### src/rtl/gridx_dma_pkg.sv
// Shared DMA types: the descriptor layout and the command-queue FSM states.
// The DMA engine imports the same package, so both agree on field widths.
package gridx_dma_pkg;

  localparam int DMA_EXT_ADDR_BITS  = 8;
  localparam int DMA_SRAM_ADDR_BITS = 11;
  localparam int DMA_LEN_BITS       = 8;

  // direction: 0 = external memory to SRAM, 1 = SRAM to external memory
  typedef struct packed {
    logic                          direction;
    logic [DMA_EXT_ADDR_BITS-1:0]  extAddr;
    logic [DMA_SRAM_ADDR_BITS-1:0] sramAddr;
    logic [DMA_LEN_BITS-1:0]       length;
  } dma_desc_t;

  typedef enum logic [1:0] {
    IDLE,
    ISSUE,
    WAIT,
    HALT
  } dma_state_e;

endpackage

### src/rtl/desc_fifo.sv
// Descriptor FIFO: power-of-two depth, wrapping pointers, occupancy count.
// A flush wins over a push or pop in the same cycle.
module desc_fifo #(
  parameter int WIDTH = 28,
  parameter int DEPTH = 4
) (
  input  logic                     clk,
  input  logic                     reset,
  input  logic                     push_i,
  input  logic                     pop_i,
  input  logic                     flush_i,
  input  logic [WIDTH-1:0]         wdata_i,
  output logic [WIDTH-1:0]         rdata_o,
  output logic                     full_o,
  output logic                     empty_o,
  output logic [$clog2(DEPTH):0]   count_o
);

  localparam int PW = $clog2(DEPTH);

  logic [WIDTH-1:0] mem [DEPTH];
  logic [PW-1:0]    wrPtr_q, wrPtr_d;
  logic [PW-1:0]    rdPtr_q, rdPtr_d;
  logic [PW:0]      count_q, count_d;
  logic             doPush, doPop;

  assign full_o  = (count_q == (PW+1)'(DEPTH));
  assign empty_o = (count_q == '0);
  assign count_o = count_q;
  assign rdata_o = mem[rdPtr_q];

  assign doPush = push_i && !full_o && !flush_i;
  assign doPop  = pop_i && !empty_o && !flush_i;

  always_comb begin
    wrPtr_d = wrPtr_q;
    rdPtr_d = rdPtr_q;
    count_d = count_q;
    if (flush_i) begin
      wrPtr_d = '0;
      rdPtr_d = '0;
      count_d = '0;
    end else begin
      if (doPush) wrPtr_d = wrPtr_q + 1'b1;
      if (doPop)  rdPtr_d = rdPtr_q + 1'b1;
      case ({doPush, doPop})
        2'b10:   count_d = count_q + 1'b1;
        2'b01:   count_d = count_q - 1'b1;
        default: count_d = count_q;
      endcase
    end
  end

  always_ff @(posedge clk or posedge reset) begin
    if (reset) begin
      wrPtr_q <= '0;
      rdPtr_q <= '0;
      count_q <= '0;
    end else begin
      wrPtr_q <= wrPtr_d;
      rdPtr_q <= rdPtr_d;
      count_q <= count_d;
    end
  end

  // Storage carries no reset; only the pointers decide what is valid.
  always_ff @(posedge clk) begin
    if (doPush) mem[wrPtr_q] <= wdata_i;
  end

endmodule

### src/rtl/dma_cmd_queue.sv
// DMA command queue: buffers descriptors and hands them one at a time to the
// DMA engine, tracking completions, sticky errors and drain events.
module dma_cmd_queue
  import gridx_dma_pkg::*;
#(
  parameter int ADDR_BITS      = 8,
  parameter int SRAM_ADDR_BITS = 11,
  parameter int DEPTH          = 4
) (
  input  logic                      clk,
  input  logic                      reset,
  input  logic                      enq_valid,
  input  logic                      enq_direction,
  input  logic [ADDR_BITS-1:0]      enq_ext_addr,
  input  logic [SRAM_ADDR_BITS-1:0] enq_sram_addr,
  input  logic [7:0]                enq_length,
  output logic                      enq_ready,
  output logic                      cmd_valid,
  output logic                      cmd_direction,
  output logic [ADDR_BITS-1:0]      cmd_ext_addr,
  output logic [SRAM_ADDR_BITS-1:0] cmd_sram_addr,
  output logic [7:0]                cmd_length,
  input  logic                      cmd_ready,
  input  logic                      cmd_done,
  input  logic                      cmd_error,
  input  logic                      flush,
  input  logic                      err_clear,
  output logic [$clog2(DEPTH):0]    queue_count,
  output logic [7:0]                done_count,
  output logic                      error_sticky,
  output logic                      idle,
  output logic                      drained_irq
);

  dma_desc_t                enqDesc, headDesc;
  logic                     fifoPush, fifoPop, fifoFull, fifoEmpty;
  logic [$clog2(DEPTH):0]   fifoCount;

  dma_state_e state_q;
  logic       notEmpty_q;
  logic       cmdValid_q;
  logic [7:0] doneCount_q;
  logic       errorSticky_q;
  logic       drainedIrq_q;

  // Address widths come from the shared package; the parameters must not exceed them.
  always_comb begin
    enqDesc.direction = enq_direction;
    enqDesc.extAddr   = DMA_EXT_ADDR_BITS'(enq_ext_addr);
    enqDesc.sramAddr  = DMA_SRAM_ADDR_BITS'(enq_sram_addr);
    enqDesc.length    = enq_length;
  end

  assign fifoPush = enq_valid && !fifoFull && !flush;
  assign fifoPop  = (state_q == ISSUE) && cmd_ready && !flush;

  desc_fifo #(
    .WIDTH ($bits(dma_desc_t)),
    .DEPTH (DEPTH)
  ) u_fifo (
    .clk     (clk),
    .reset   (reset),
    .push_i  (fifoPush),
    .pop_i   (fifoPop),
    .flush_i (flush),
    .wdata_i (enqDesc),
    .rdata_o (headDesc),
    .full_o  (fifoFull),
    .empty_o (fifoEmpty),
    .count_o (fifoCount)
  );

  // IDLE looks at a registered copy of "FIFO non-empty", which gives the
  // two-edge enqueue-to-issue latency; a flush clears it so IDLE never
  // issues from a queue that was just emptied.
  always_ff @(posedge clk or posedge reset) begin
    if (reset) begin
      state_q       <= IDLE;
      notEmpty_q    <= 1'b0;
      cmdValid_q    <= 1'b0;
      doneCount_q   <= 8'd0;
      errorSticky_q <= 1'b0;
      drainedIrq_q  <= 1'b0;
    end else begin
      notEmpty_q   <= !fifoEmpty && !flush;
      drainedIrq_q <= 1'b0;
      if (err_clear) errorSticky_q <= 1'b0;
      unique case (state_q)
        IDLE: begin
          if (notEmpty_q && !flush) begin
            state_q    <= ISSUE;
            cmdValid_q <= 1'b1;
          end
        end
        ISSUE: begin
          if (flush) begin
            state_q    <= IDLE;
            cmdValid_q <= 1'b0;
          end else if (cmd_ready) begin
            state_q    <= WAIT;
            cmdValid_q <= 1'b0;
          end
        end
        WAIT: begin
          if (cmd_error) begin
            state_q       <= HALT;
            errorSticky_q <= 1'b1;
          end else if (cmd_done) begin
            state_q      <= IDLE;
            doneCount_q  <= doneCount_q + 8'd1;
            drainedIrq_q <= fifoEmpty;
          end
        end
        HALT: begin
          if (err_clear) state_q <= IDLE;
        end
        default: state_q <= IDLE;
      endcase
    end
  end

  assign enq_ready     = !fifoFull;
  assign cmd_valid     = cmdValid_q;
  assign cmd_direction = headDesc.direction;
  assign cmd_ext_addr  = ADDR_BITS'(headDesc.extAddr);
  assign cmd_sram_addr = SRAM_ADDR_BITS'(headDesc.sramAddr);
  assign cmd_length    = headDesc.length;
  assign queue_count   = fifoCount;
  assign done_count    = doneCount_q;
  assign error_sticky  = errorSticky_q;
  assign idle          = (state_q == IDLE) && fifoEmpty;
  assign drained_irq   = drainedIrq_q;

endmodule

### config.mk
export PLATFORM = sky130hd
export DESIGN_NAME = dma_cmd_queue
export DESIGN_NICKNAME = d
export VERILOG_FILES = /design/src/rtl/gridx_dma_pkg.sv /design/src/rtl/desc_fifo.sv /design/src/rtl/dma_cmd_queue.sv
export SDC_FILE = /design/constraint.sdc
export NUM_CORES = 1
export LEC_CHECK = 0
export ABC_AREA = 1
export ABC_CLOCK_PERIOD_IN_PS = 2920
export BUFFER_PORTS_ARGS = -buffer_cell sky130_fd_sc_hd__buf_4
export CAP_MARGIN = 25
export CORE_UTILIZATION = 51
export CTS_CLUSTER_SIZE = 25
export DETAILED_ROUTE_END_ITERATION = 6
export PLACE_DENSITY = 0.86
export SLEW_MARGIN = 15
export SYNTH_ARGS = -nofsm -noshare
export SYNTH_HDL_FRONTEND = slang
export SYNTH_HIERARCHICAL = 1
export SYNTH_SLANG_ARGS = --single-unit
### constraint.sdc
create_clock -name clk -period 2.92 [get_ports clk]
set_clock_uncertainty 0.2 [all_clocks]
set_input_delay 0.146 -clock clk [delete_from_list [all_inputs] [get_ports clk]]
set_output_delay 0.146 -clock clk [all_outputs]
set_load 0.02 [all_outputs]
Yosys cells after proc, flatten, opt, wreduce, memory -nomap -nowiden
Memories as Yosys holds them, arrays and structs flattened.
Cells that the tools add are included.
Operators by class
  $add $sub $neg: 5
  multiply operators: 0
  div/mod/pow operators: 0
  order comparisons: 0
  equality and inequality tests: 10
  shifts and indexed selects: 0
  multiplexer cells: 25
  bitwise logic cells: 1
  reduce and logical (&&, ||, !) cells: 23
Operators by type and width (number)
  $mux W2: 10
  $logic_and A1 B1 Y1: 11
  $mux W1: 11
  $add A8 B1 Y8 const B: 1
  $pmux W2 S4: 1
  $eq A2 B2 Y1 const B: 3
  $ne A3 B3 Y1 const B: 2
  $pmux W3 S2: 1
  $reduce_and A3 Y1: 2
  $reduce_bool A2 Y1: 3
  $add A2 B1 Y2 const B: 2
  $eq A2 B1 Y1 const B: 2
  $ne A2 B2 Y1 const B: 2
  $reduce_and A4 Y1: 1
  $add A3 B1 Y3 const B: 1
  $eq A3 B3 Y1 const B: 1
  $logic_not A1 Y1: 3
  $logic_not A3 Y1: 1
  $mux W3: 1
  $reduce_bool A3 Y1: 1
  $sub A3 B1 Y3 const B: 1
  $logic_not A2 Y1: 1
  $pmux W1 S2: 1
  $not A1 Y1: 1
Word-level totals
  register bits after elaboration: 21
  latch bits: 0
  bits in writable memories: 112
  ROM bits: 0
  input port bits: 36
  output and inout port bits: 44
  memories kept: 1
Memories
  u_fifo.mem: depth 4, width 28, read ports 1, clocked after Yosys merged registers in 0, wr ports 1, line desc_fifo.sv:21  | logic [WIDTH-1:0] mem [DEPTH];

Depth between registers and ports, before layout
  word-level depth: 9
  mapped depth: 16
  gate-level depth less buffers: 16

Hierarchy
Netlist, hierarchy kept.
By module, submodules not included
  desc_fifo: times used 1, cells each 338, area each 4624.4 sq um, sequential area each 3538.4 sq um
  dma_cmd_queue: times used 1, cells each 106, area each 778.2 sq um, sequential area each 350.3 sq um

Worst setup path after synthesis
Ideal clock, no wire load.
  path kind: register to register
  start: register u_fifo.count_q[0] (netlist: u_fifo/count_o[0])
  end: memory u_fifo.mem[0][0] (enable)
  library setup time: 0.413 ns
  arrival: 2.591 ns
  setup slack: -0.284 ns
  cell stages (with the launch flop): 9
  cells stage by stage: dfrtp_1 nor2_2 nand2_2 inv_1 inv_1 nand2_1 nor2_1 nand3_2 nor2_1
Between the ends
  word-level cells in the longest chain between the ends: 8
Ends and longest elaborated chain
  start, declared: line desc_fifo.sv:24  | logic [PW:0] count_q, count_d;
  start signal, assigned: line desc_fifo.sv:62  | count_q <= count_d;
  $eq A3 B3 Y1: line desc_fifo.sv:27  | assign full_o = (count_q == (PW+1)'(DEPTH));
  via fifoFull: line dma_cmd_queue.sv:36  | logic fifoPush, fifoPop, fifoFull, fifoEmpty;
  $logic_not A1 Y1
  via enq_ready: line dma_cmd_queue.sv:17  | output logic enq_ready,
  $logic_and A1 B1 Y1 (2 in series): line dma_cmd_queue.sv:54  | assign fifoPush = enq_valid && !fifoFull && !flush;
  via fifoPush: line dma_cmd_queue.sv:36
  $logic_and A1 B1 Y1 (2 in series): line desc_fifo.sv:32  | assign doPush = push_i && !full_o && !flush_i;
  $mux W1: line desc_fifo.sv:68  | if (doPush) mem[wrPtr_q] <= wdata_i;
  $mux W1 (implied by the code): line desc_fifo.sv:68
  end, declared: line desc_fifo.sv:21
The timed path passes the listed nets, and every way through them passes these cells.

Final worst setup path
  start: register u_fifo.count_q[0] (netlist: u_fifo/count_o[0])
  end: memory u_fifo.mem[0][12] (enable)
Between the ends
  word-level cells in the longest chain between the ends: 8
Ends and longest elaborated chain (line)
  $eq A3 B3 Y1: desc_fifo.sv:27
  via fifoFull: dma_cmd_queue.sv:36
  $logic_not A1 Y1: dma_cmd_queue.sv:54
  $logic_and A1 B1 Y1 (2 in series): dma_cmd_queue.sv:54
  via fifoPush: dma_cmd_queue.sv:36
  $logic_and A1 B1 Y1 (2 in series): desc_fifo.sv:32
  $mux W1: desc_fifo.sv:68
  $mux W1 (implied by the code): desc_fifo.sv:68
The timed path passes the listed nets, and every way through them passes these cells.

==> impl_metrics.json <==
{
  "cts_sinks": 133,
  "reg2reg_from": "u_fifo/count_o[0]$_DFFE_PP0P_",
  "cts_setup_buffers": 0,
  "slew_headroom_pct": 62.7,
  "die_w_um": 105,
  "pin_count": 80,
  "root_buffer": "clkbuf_8",
  "cts_resized": 0,
  "yosys_warnings": 6,
  "wl_per_cell_um": 17.3,
  "cts_buffers": 17,
  "max_cap_viol_count": 0,
  "final_cells": 721,
  "final.period_utilization_pct": 91.4,
  "ant_nets": 0,
  "firstDrtPassIters": 5,
  "syn_nets": 486,
  "synthCells": 444,
  "post-route-util_pct": 70.3,
  "synthArstFlopShare_pct": 15.8,
  "maxSlewViolCount": 0,
  "critPathRequiredTime_ns": 2.95,
  "n_antenna_cell": 0,
  "dp.final_hpwl_um": 7450,
  "grt_remaining_overflow": 0,
  "drive_gt1_share_pct": 24.6,
  "clk_latency_ns": 0.52,
  "whs_ns": 0.0499,
  "cts_hold_buf": 39,
  "hold_violations": 0,
  "antenna_found_initial": 0,
  "powerDensity_nw_per_um2": 753,
  "min_path_type": "in2async",
  "path_max_fanout": 19,
  "grt_pass1_wl_um": 19900,
  "vias_per_cell": 5.42,
  "worstMarginPinSlew_ns": 0.559,
  "status": "finished, final reports clean",
  "nets": 614,
  "drt_iter0_drc": 367,
  "clockBufferDepth": 2,
  "tns_ns": 0,
  "grt_start_max_net_pins": 58,
  "irDropWorstVdd_v": 0.000598,
  "total_power_mw": 5.44,
  "wirelength_um": 12500,
  "start_kind": "register",
  "die_area_um2": 11000,
  "r2r_cells": 9,
  "period_needed_ns": 2.67,
  "crit_path_end_kind": "register",
  "cts_tree": "built",
  "vias": 3905,
  "path_clk_slew_ns": 0.06,
  "track_usage_pct": 24.4,
  "synth_area_um2": 5400,
  "areaGrowthSynthToFinish_pct": 33.7,
  "final_cell_mix": "edfxtp_1 (112), buf_4 (84), nor2_1 (69), o21ai_0 (58), nand2_1 (53)",
  "synth-seq-area-share_pct": 72.0,
  "placedCellCount": 650,
  "cellLeakagePower_nw": 2.88,
  "cts_htree_levels": 4,
  "die_h_um": 105,
  "worstSetupPathType": "reg2reg",
  "fmax_mhz": 375,
  "start_util_pct": 52.6,
  "synth-seq-cells": 133,
  "gp_congestion": 0.855,
  "synth_area_per_cell_um2": 12.2,
  "synth_flop_cell": "edfxtp_1",
  "synth-edff-count": 112,
  "crit_arrival_ns": 2.69,
  "rsz0062_at_grt": "false",
  "rrSetupSlack_ns": 0.25,
  "place.port_buffers": 79,
  "coreArea_um2": 10300,
  "post-route-drc-count": 0,
  "r2r-end": "u_fifo/mem[0][12]$_DFFE_PP_",
  "std_cell_rows": 37,
  "final_common_cell": "edfxtp_1",
  "synth.distinct_cells": 27,
  "setup_violations": 0,
  "grt_pass1_vias": 4197
}
worst max-delay path, stage by stage (launching register included):
cell and delay [ns]:
dfrtp_1 0.46, nor2_2 0.09, nand2_2 0.12, inv_1 0.06
inv_1 0.08, nand2_1 0.06, nor2_1 0.28, nand3_2 0.33
nor2_4 0.44, buf_12 0.23
through the flow:
step / cell area [µm²] / setup WS, ns
CTS: 7220 / 0.303
floorplan: 5400 / -0.284
global placement: 6230 / 0.548
detailed placement: 6230 / 0.345
finish: 7220 / 0.252
global route: 7220 / 0.132
state kept, by name (all words and copies together), names as in the netlist:
signal	cells
u_fifo/count_o	3
error_sticky	1
u_fifo/rdPtr_q	2
notEmpty_q	1
cmd_valid	1
drained_irq	1
u_fifo/wrPtr_q	2
u_fifo/mem	112
done_count	8
state_q	2
layer usage:
| layer | wire length, µm | global-route usage (%) | vias to the layer above |
|---|---|---|---|
| li1 | - | - | 1813 |
| met1 | 4850 | 27.6 | 1890 |
| met2 | 6500 | 41.5 | 169 |
| met3 | 751 | 6.61 | 33 |
| met4 | 396 | 14.6 | 0 |
| met5 | 0 | 0 | - |
final cells by class:
cell class | instances | area, µm²
clock buffers | 17 | 414
clock inverters | 15 | 188
fillers | 667 | 3050
inverters | 34 | 128
multi-input cells | 259 | 1330
flip-flops and latches | 133 | 3890
well taps | 136 | 170
repair buffers | 127 | 1100
cells in the mapped netlist (2+ instances only):
cell | instances | area [µm²]
o21ai_0 | 58 | 290
o21ai_1 | 8 | 40.0
buf_2 | 9 | 45.0
nor2_2 | 4 | 25.0
o22ai_1 | 28 | 175
a21oi_1 | 2 | 10.0
nand2_1 | 53 | 199
dfrtp_1 | 21 | 526
xnor2_1 | 3 | 26.3
nand2_4 | 3 | 33.8
clkbuf_1 | 7 | 26.3
nand2_2 | 7 | 43.8
inv_2 | 4 | 15.0
ha_1 | 5 | 62.6
edfxtp_1 | 112 | 3360
inv_1 | 30 | 113
nor2_1 | 73 | 274
nand3_1 | 8 | 40.0
power breakdown:
group	internal, mW	switching (mW)	leakage, nW
logic	0.400	0.625	1.30
registers	2.19	0.0976	1.29
clock network	1.37	0.761	0.288
total	3.96	1.48	2.88
worst max-delay path by stage:
stage,startpoint,to,depth (start not counted)
after floorplan,u_fifo/count_o[0]$_DFFE_PP0P_,u_fifo/mem[0][0]$_DFFE_PP_,8
after global placement,u_fifo/count_o[0]$_DFFE_PP0P_,u_fifo/mem[0][6]$_DFFE_PP_,9
after detailed placement,u_fifo/count_o[0]$_DFFE_PP0P_,u_fifo/mem[0][11]$_DFFE_PP_,9
after CTS,u_fifo/count_o[1]$_DFFE_PP0P_,u_fifo/mem[0][12]$_DFFE_PP_,9
after global routing,u_fifo/count_o[0]$_DFFE_PP0P_,u_fifo/mem[0][12]$_DFFE_PP_,9
final,u_fifo/count_o[0]$_DFFE_PP0P_,u_fifo/mem[0][12]$_DFFE_PP_,9
kinds of logic after synthesis:
logic type	after synthesis	share of synthesized area, %
and+or+nand+nor	151	12.1
xor gates and xnor gates	4	0.649
DFF	133	72.0
buffers and inverters	52	3.91
AOI/OAI and AO/OA	98	9.84
adders and majority gates	6	1.53
(Power assumes the default switching activity.)
